<file path="config.mk">
export PLATFORM = sky130hd
export DESIGN_NAME = msj_pd_update_scheduler_flat
export DESIGN_NICKNAME = d
export VERILOG_FILES = /design/src/rtl/msj_pd_update_scheduler_if.sv /design/src/rtl/msj_pd_update_scheduler.sv /design/src/flat_wrapper.sv
export SDC_FILE = /design/constraint.sdc
export NUM_CORES = 1
export LEC_CHECK = 0
export BUFFER_PORTS_ARGS = -buffer_cell sky130_fd_sc_hd__buf_2
export CAP_MARGIN = 30
export CORE_MARGIN = 1
export CORE_UTILIZATION = 38
export CTS_CLUSTER_DIAMETER = 100
export DETAILED_ROUTE_END_ITERATION = 8
export HOLD_SLACK_MARGIN = 0.03
export MAX_ROUTING_LAYER = met4
export PLACE_DENSITY = 0.6
export SLEW_MARGIN = 5
export SYNTH_ARGS = -nofsm -noshare
export SYNTH_HDL_FRONTEND = slang
export SYNTH_SLANG_ARGS = --single-unit
</file>
<file path="constraint.sdc">
create_clock -name clock -period 10.2 [get_ports clock]
set_input_delay 1.02 -clock clock [delete_from_list [all_inputs] [get_ports clock]]
set_output_delay 1.02 -clock clock [all_outputs]
set_load 0.01 [all_outputs]
</file>
<file path="src/rtl/msj_pd_update_scheduler_if.sv">
// Start/done handshake between the update scheduler and the shared PD arithmetic unit.
interface msj_pd_update_scheduler_if #(
    parameter int IDX_WIDTH = 4
);
    logic                 pd_start_o;
    logic [IDX_WIDTH-1:0] pd_index_o;
    logic                 pd_done_i;

    // Handshake: the master raises pd_start_o for one cycle with pd_index_o valid; pd_index_o
    // stays stable until the slave returns a one-cycle pd_done_i or the master times out.
    // The slave may not assert pd_done_i in the start cycle itself; such a strobe is ignored.
    modport master (output pd_start_o, output pd_index_o, input pd_done_i);
    modport slave  (input pd_start_o, input pd_index_o, output pd_done_i);
endinterface

</file>
<file path="src/rtl/msj_pd_update_scheduler.sv">
// Round-robin scheduler sharing one PD datapath across motor channels; latches PWM duty on
// completion and records timeouts and dropped (overrun) requests.
module msj_pd_update_scheduler #(
    parameter int NUMBER_OF_MOTORS = 6,
    parameter int IDX_WIDTH        = 4,
    parameter int TIMEOUT_CYCLES   = 64
) (
    input  logic                        clock,
    input  logic                        reset,
    input  logic [NUMBER_OF_MOTORS-1:0] cycle_i,
    input  logic [NUMBER_OF_MOTORS-1:0] force_update_i,
    input  logic [NUMBER_OF_MOTORS-1:0] enable_mask_i,
    input  logic                        clear_status_i,
    msj_pd_update_scheduler_if.master   pd_if,
    output logic [NUMBER_OF_MOTORS-1:0] latch_pwm_o,
    output logic [NUMBER_OF_MOTORS-1:0] pending_o,
    output logic                        busy_o,
    output logic [NUMBER_OF_MOTORS-1:0] timeout_flags_o,
    output logic [15:0]                 overrun_count_o,
    output logic [1:0]                  state_o
);
    localparam int N     = NUMBER_OF_MOTORS;
    localparam int SW    = IDX_WIDTH + 1;
    localparam int CNT_W = $clog2(TIMEOUT_CYCLES);

    localparam logic [1:0] S_IDLE   = 2'd0;
    localparam logic [1:0] S_ISSUE  = 2'd1;
    localparam logic [1:0] S_WAIT   = 2'd2;
    localparam logic [1:0] S_COMMIT = 2'd3;

    logic [1:0]           state_q, state_d;
    logic [N-1:0]         pending_q, pending_d;
    logic [IDX_WIDTH-1:0] pd_index_q, pd_index_d;
    logic [IDX_WIDTH-1:0] last_q, last_d;
    logic [CNT_W-1:0]     cnt_q, cnt_d;
    logic                 start_q, start_d;
    logic [N-1:0]         latch_q, latch_d;
    logic [N-1:0]         tflags_q, tflags_d;
    logic [15:0]          ovr_q, ovr_d;

    logic [N-1:0]         req, eligible, clr, tmo_set, ovr_vec, rr_sh;
    logic [SW-1:0]        rr_sum;
    logic                 grant_vld;
    logic [IDX_WIDTH-1:0] grant_idx;
    logic [16:0]          ovr_sum;

    assign req      = (cycle_i | force_update_i) & enable_mask_i;
    assign eligible = pending_q & enable_mask_i;

    // Walk downward so the candidate closest after last_q is the final (winning) assignment.
    always_comb begin
        grant_vld = 1'b0;
        grant_idx = '0;
        rr_sum    = '0;
        rr_sh     = '0;
        for (int k = N; k >= 1; k--) begin
            rr_sum = {1'b0, last_q} + SW'(k);
            if (rr_sum >= SW'(N)) rr_sum = rr_sum - SW'(N);
            rr_sh = eligible >> rr_sum[IDX_WIDTH-1:0];
            if (rr_sh[0]) begin
                grant_vld = 1'b1;
                grant_idx = rr_sum[IDX_WIDTH-1:0];
            end
        end
    end

    always_comb begin
        state_d    = state_q;
        pd_index_d = pd_index_q;
        last_d     = last_q;
        cnt_d      = cnt_q;
        start_d    = 1'b0;
        latch_d    = '0;
        tmo_set    = '0;
        clr        = '0;
        case (state_q)
            S_IDLE: begin
                if (grant_vld) begin
                    clr        = N'(1) << grant_idx;
                    pd_index_d = grant_idx;
                    start_d    = 1'b1;
                    state_d    = S_ISSUE;
                end
            end
            S_ISSUE: begin
                cnt_d   = '0;
                state_d = S_WAIT;
            end
            S_WAIT: begin
                if (pd_if.pd_done_i) begin
                    latch_d = N'(1) << pd_index_q;
                    state_d = S_COMMIT;
                end else if (cnt_q == CNT_W'(TIMEOUT_CYCLES - 1)) begin
                    tmo_set = N'(1) << pd_index_q;
                    last_d  = pd_index_q;
                    state_d = S_IDLE;
                end else begin
                    cnt_d = cnt_q + 1'b1;
                end
            end
            S_COMMIT: begin
                last_d  = pd_index_q;
                state_d = S_IDLE;
            end
            default: state_d = S_IDLE;
        endcase
    end

    // A request coinciding with its own grant re-arms pending and is not counted as dropped.
    assign pending_d = (pending_q & ~clr & enable_mask_i) | req;
    assign ovr_vec   = req & pending_q & ~clr;
    assign ovr_sum   = {1'b0, ovr_q} + 17'($countones(ovr_vec));

    always_comb begin
        if (clear_status_i) begin
            tflags_d = '0;
            ovr_d    = '0;
        end else begin
            tflags_d = tflags_q | tmo_set;
            ovr_d    = ovr_sum[16] ? 16'hFFFF : ovr_sum[15:0];
        end
    end

    always_ff @(posedge clock) begin
        if (reset) begin
            state_q    <= S_IDLE;
            pending_q  <= '0;
            pd_index_q <= '0;
            last_q     <= IDX_WIDTH'(N - 1);
            cnt_q      <= '0;
            start_q    <= 1'b0;
            latch_q    <= '0;
            tflags_q   <= '0;
            ovr_q      <= '0;
        end else begin
            state_q    <= state_d;
            pending_q  <= pending_d;
            pd_index_q <= pd_index_d;
            last_q     <= last_d;
            cnt_q      <= cnt_d;
            start_q    <= start_d;
            latch_q    <= latch_d;
            tflags_q   <= tflags_d;
            ovr_q      <= ovr_d;
        end
    end

    assign pd_if.pd_start_o = start_q;
    assign pd_if.pd_index_o = pd_index_q;
    assign latch_pwm_o      = latch_q;
    assign pending_o        = pending_q;
    assign busy_o           = (state_q != S_IDLE);
    assign timeout_flags_o  = tflags_q;
    assign overrun_count_o  = ovr_q;
    assign state_o          = state_q;
endmodule

</file>
<file path="src/flat_wrapper.sv">
// flat-port wrapper written by rule: the top's interface ports become plain ports
module msj_pd_update_scheduler_flat 
#(
    parameter int NUMBER_OF_MOTORS = 6,
    parameter int IDX_WIDTH        = 4,
    parameter int TIMEOUT_CYCLES   = 64
)
  (clock, reset, cycle_i, force_update_i, enable_mask_i, clear_status_i, latch_pwm_o, pending_o, busy_o, timeout_flags_o, overrun_count_o, state_o, pd_if_pd_start_o, pd_if_pd_index_o, pd_if_pd_done_i);
  msj_pd_update_scheduler_if #(.IDX_WIDTH(IDX_WIDTH)) pd_if_i ();
  input  logic clock;
  input  logic reset;
  input  logic [NUMBER_OF_MOTORS-1:0] cycle_i;
  input  logic [NUMBER_OF_MOTORS-1:0] force_update_i;
  input  logic [NUMBER_OF_MOTORS-1:0] enable_mask_i;
  input  logic clear_status_i;
  output logic [NUMBER_OF_MOTORS-1:0] latch_pwm_o;
  output logic [NUMBER_OF_MOTORS-1:0] pending_o;
  output logic busy_o;
  output logic [NUMBER_OF_MOTORS-1:0] timeout_flags_o;
  output logic [15:0] overrun_count_o;
  output logic [1:0] state_o;
  output wire logic [$bits(pd_if_i.pd_start_o)-1:0] pd_if_pd_start_o;
  output wire logic [$bits(pd_if_i.pd_index_o)-1:0] pd_if_pd_index_o;
  input wire logic [$bits(pd_if_i.pd_done_i)-1:0] pd_if_pd_done_i;
  assign pd_if_pd_start_o = pd_if_i.pd_start_o;
  assign pd_if_pd_index_o = pd_if_i.pd_index_o;
  assign pd_if_i.pd_done_i = pd_if_pd_done_i;
  msj_pd_update_scheduler #(.NUMBER_OF_MOTORS(NUMBER_OF_MOTORS), .IDX_WIDTH(IDX_WIDTH), .TIMEOUT_CYCLES(TIMEOUT_CYCLES)) u_core (.clock(clock), .reset(reset), .cycle_i(cycle_i), .force_update_i(force_update_i), .enable_mask_i(enable_mask_i), .clear_status_i(clear_status_i), .pd_if(pd_if_i), .latch_pwm_o(latch_pwm_o), .pending_o(pending_o), .busy_o(busy_o), .timeout_flags_o(timeout_flags_o), .overrun_count_o(overrun_count_o), .state_o(state_o));
endmodule
</file>
==> flow_metrics.py <==
metrics = {
    "min_path": {
        "worstHoldPathType": "register to register",
        "min_delay_path_depth": 2,
        "hold_path_startpoint": "u_core.timeout_flags_o[4]",
        "hold_end": "u_core.timeout_flags_o[4]",
    },
    "critical_path": {
        "worst_path_arrival_ns": 7.65,
        "slowest_delay_ns": 0.69,
        "startpoint_to_endpoint_class_of_the_critical_path": "register to register",
        "data_required_time_at_the_worst_endpoint_ns": 10.43,
        "worstReg2RegEnd": "u_core.overrun_count_o[2]",
        "critPathMostFrequentCell": "sky130_fd_sc_hd__ha_1",
        "worst-r2r-cell-count": 24,
        "r2r_start": "u_core.last_q[1]",
        "setup.worst_path.start": "u_core.last_q[1]",
        "path_cells": "inv_1 > ha_1 > ha_1 > a211oi_1 > a21oi_2 > mux2i_1 > or3_1 > and3_1 > o31ai_2 > nand2_1 > a2bb2oi_1 > nor2_2 > a211oi_1 > ha_1 > fa_1 > fa_1 > ha_1 > a21o_1 > a21oi_1 > nor2_1 > and3_1 > and3_1 > nand3_1 > a21oi_1",
        "reg2reg_slack_ns": 2.78,
        "cp_slowest_cell": "sky130_fd_sc_hd__dfxtp_1",
        "endpoint_kind": "register",
        "timing.critical_path.fanout_max": 15,
        "crit_path_start_kind": "register",
    },
    "yosys": {
        "syn_nets": 497,
        "yosysSeqAreaShare": 0.2778,
        "syn_inst": 447,
        "yosys.cell_types.count": 74,
        "synthFlopType": "sky130_fd_sc_hd__dfxtp_1",
        "netlist_area_um2": 3675,
        "yosys.cell_count.top_type": "sky130_fd_sc_hd__dfxtp_1",
        "syn_avg_cell_area_um2": 8.221,
        "synth_largest_type_area_fraction": 0.2778,
        "synth.area.top_cells": "sky130_fd_sc_hd__dfxtp_1 (28%), sky130_fd_sc_hd__ha_1 (8.2%), sky130_fd_sc_hd__a21oi_1 (6.4%), sky130_fd_sc_hd__nor2_1 (4.5%), sky130_fd_sc_hd__xnor2_1 (3.3%)",
        "synth.top_cells.by_count": "sky130_fd_sc_hd__dfxtp_1 (51), sky130_fd_sc_hd__a21oi_1 (47), sky130_fd_sc_hd__nor2_1 (44)",
        "synth_enable_flop_cells": 0,
        "synth_seq_cells": 51,
        "yosysTopAreaCell": "sky130_fd_sc_hd__dfxtp_1",
        "yosysWarningCount": 0,
        "asyncSetResetFlopFracSynth": 0,
    },
    "floorplan": {
        "start_util": 0.3958,
        "design.core.area_um2": 9284,
        "placementRows": 35,
        "dieArea_um2": 10070,
        "dieHeight_um": 100.3,
        "num_io_pins": 64,
        "die-width_um": 100.3,
    },
    "timing": {
        "clock-skew-final_ns": 0.006218,
        "count_of_final_setup_violators": 0,
        "max_slew_margin": 0.4730,
        "hold_vio_cnt_final": 0,
        "drv_slew": 0,
        "timing.setup.tns_ns": 0,
        "worst_pin_slew_ns": 0.7822,
        "period_utilization_post_route": 0.7273,
        "final_period_demand_of_the_worst_path_ns": 7.419,
        "grt_setup_unrepaired": "false",
        "max_freq_mhz": 134.8,
    },
    "cells_and_area": {
        "antenna_cells": 0,
        "number_of_fill_cells_in_the_layout": 971,
        "post_route_cells_drive_above_1_share": 0.1941,
        "final_core_utilization": 0.4522,
        "area_delta_synth_final_pct": 14.23,
        "nNetsFinal": 554,
    },
    "pwr": {
        "fin_total_pwr_uw": 676.5,
        "max-vdd-ir-drop_mv": 0.07955,
        "power.leakage_nw": 1.830,
        "power_per_cell_area_nw_per_um2": 161.2,
    },
    "routing": {
        "post_drt_wl_per_cell_um": 15.14,
        "topRoutingLayerUsed": "met4",
        "post-route-drc-count": 0,
        "routed-via-count": 3444,
        "met1_length_mm": 4.713,
        "met2_wirelength_mm": 4.313,
        "drt_via_density": 5.432,
        "drt_iter0_drcs": 139,
        "dr.pass1.iters": 4,
        "route.final.wire_length_mm": 9.600,
        "met3RoutedLength_um": 306,
        "route.antenna.remaining_nets": 0,
    },
    "clock_network": {
        "cts.clk_slew.worst_paths_ns": 0.10,
        "cts_resized": 0,
        "clk_path_buf_depth": 2,
        "clk_latency_ns": 0.30,
        "numCtsBuffers": 5,
        "post_cts_setup_repair_bufs": 0,
        "ctsRootBufferMaster": "sky130_fd_sc_hd__clkbuf_8",
        "cts-hold-fix-buffers": 0,
        "cts_tree": "done",
        "cts.sink_count": 51,
        "ctsHtreeMaxLevel": 2,
    },
    "place": {
        "dp_hpwl_mm": 7.474,
        "gp_congestion": 0.9136,
        "port_buffers": 63,
    },
    "run": {
        "maxCapViolCount": 0,
    },
    "grt": {
        "grt_max_degree": 25,
        "grt_remaining_overflow": 0,
        "grt_antenna_before_repair": 0,
        "grt_use_total": 0.2003,
        "grt_pass1_vias": 3220,
        "grt_first_pass_wirelength_mm": 15.59,
    },
    "outcome": {
        "result_of_the_run": "finished, final reports clean",
    },
}
-- worst max-delay path: cells and delay by family, from the launching register on --
family / cells / cell delay (ns)
DFF: 1 / 0.69
buffers and inverters: 1 / 0.34
AOI/OAI and AO/OA: 8 / 1.67
adders and majority gates: 6 / 2.30
and+or+nand+nor: 8 / 2.18
muxes: 1 / 0.15
-- where the power goes --
| group | internal [mW] | switching, mW | total, mW |
|---|---|---|---|
| logic | 0.117 | 0.179 | 0.296 |
| clock network | 0.0732 | 0.0690 | 0.142 |
| registers | 0.214 | 0.0249 | 0.238 |
| total | 0.404 | 0.273 | 0.676 |
-- worst max-delay path by stage --
stage | to | slack [ns] | cells after the start
after floorplan | u_core.overrun_count_o[10] | 3.64 | 28
after global placement | u_core.overrun_count_o[1] | 3.02 | 24
after detailed placement | u_core.overrun_count_o[2] | 2.86 | 24
after CTS | u_core.overrun_count_o[2] | 2.83 | 24
after global routing | u_core.overrun_count_o[2] | 2.32 | 24
final | u_core.overrun_count_o[2] | 2.78 | 24
-- through the flow --
stage          setup slack, ns  cell area [um^2]  hold slack, ns  cells
6_report                 2.781              4198          0.4876    634
3_3_place_gp             3.015              4085          0.4522    626
5_1_grt                  2.318              4198          0.5289    634
4_1_cts                  2.828              4198          0.4896    634
3_5_place_dp             2.862              4085          0.4651    626
2_1_floorplan            3.642              3675          0.4603    447
-- area by class of cell --
| class | instances | area, um^2 | share of cell area |
|---|---|---|---|
| timing repair buffer | 65 | 330.3 | 0.07869 |
| tap | 129 | 161.4 | 0.03845 |
| inverter | 23 | 86.33 | 0.02057 |
| multi-input combinational | 358 | 2486 | 0.5922 |
| clock buffer | 5 | 68.82 | 0.01639 |
| clock inverter | 3 | 43.79 | 0.01043 |
| sequential | 51 | 1021 | 0.2432 |
-- logic make-up after synthesis --
group | Yosys count | share of synthesized area
simple gates | 167 | 0.2418
mux | 12 | 0.03337
fa+ha+maj | 28 | 0.1035
flops | 51 | 0.2778
xor+xnor | 23 | 0.06197
buf+inv | 38 | 0.04562
compound gates | 128 | 0.2360
-- placed cells by master (no fill, tap or decap), types with 9 or more instances in the layout --
master / n
sky130_fd_sc_hd__mux2i_1: 10
sky130_fd_sc_hd__xnor2_1: 14
sky130_fd_sc_hd__nor3_1: 12
sky130_fd_sc_hd__and3_1: 12
sky130_fd_sc_hd__a21oi_1: 47
sky130_fd_sc_hd__nor2_1: 44
sky130_fd_sc_hd__nand3_1: 18
sky130_fd_sc_hd__buf_2: 63
sky130_fd_sc_hd__ha_1: 24
sky130_fd_sc_hd__nand2_1: 32
sky130_fd_sc_hd__nor3b_1: 9
sky130_fd_sc_hd__inv_1: 21
sky130_fd_sc_hd__o21ai_0: 15
sky130_fd_sc_hd__a31oi_1: 9
sky130_fd_sc_hd__dfxtp_1: 51
-- sequential cells by signal, summed over array words and instances, names as in the netlist --
signal                   flops
u_core.pd_if.pd_index_o      4
u_core.state_o               2
u_core.latch_pwm_o           6
u_core.cnt_q                 6
u_core.overrun_count_o      16
u_core.pd_if.pd_start_o      1
u_core.timeout_flags_o       6
u_core.pending_o             6
u_core.last_q                4
-- metal layers --
metal	track usage	up-vias
met1	0.2626	1616
met3	0.02228	18
met2	0.3198	70
li1	-	1740
met4	0.07023	0
met5	-	-
No activity file was read; power rests on OpenSTA's default activity.
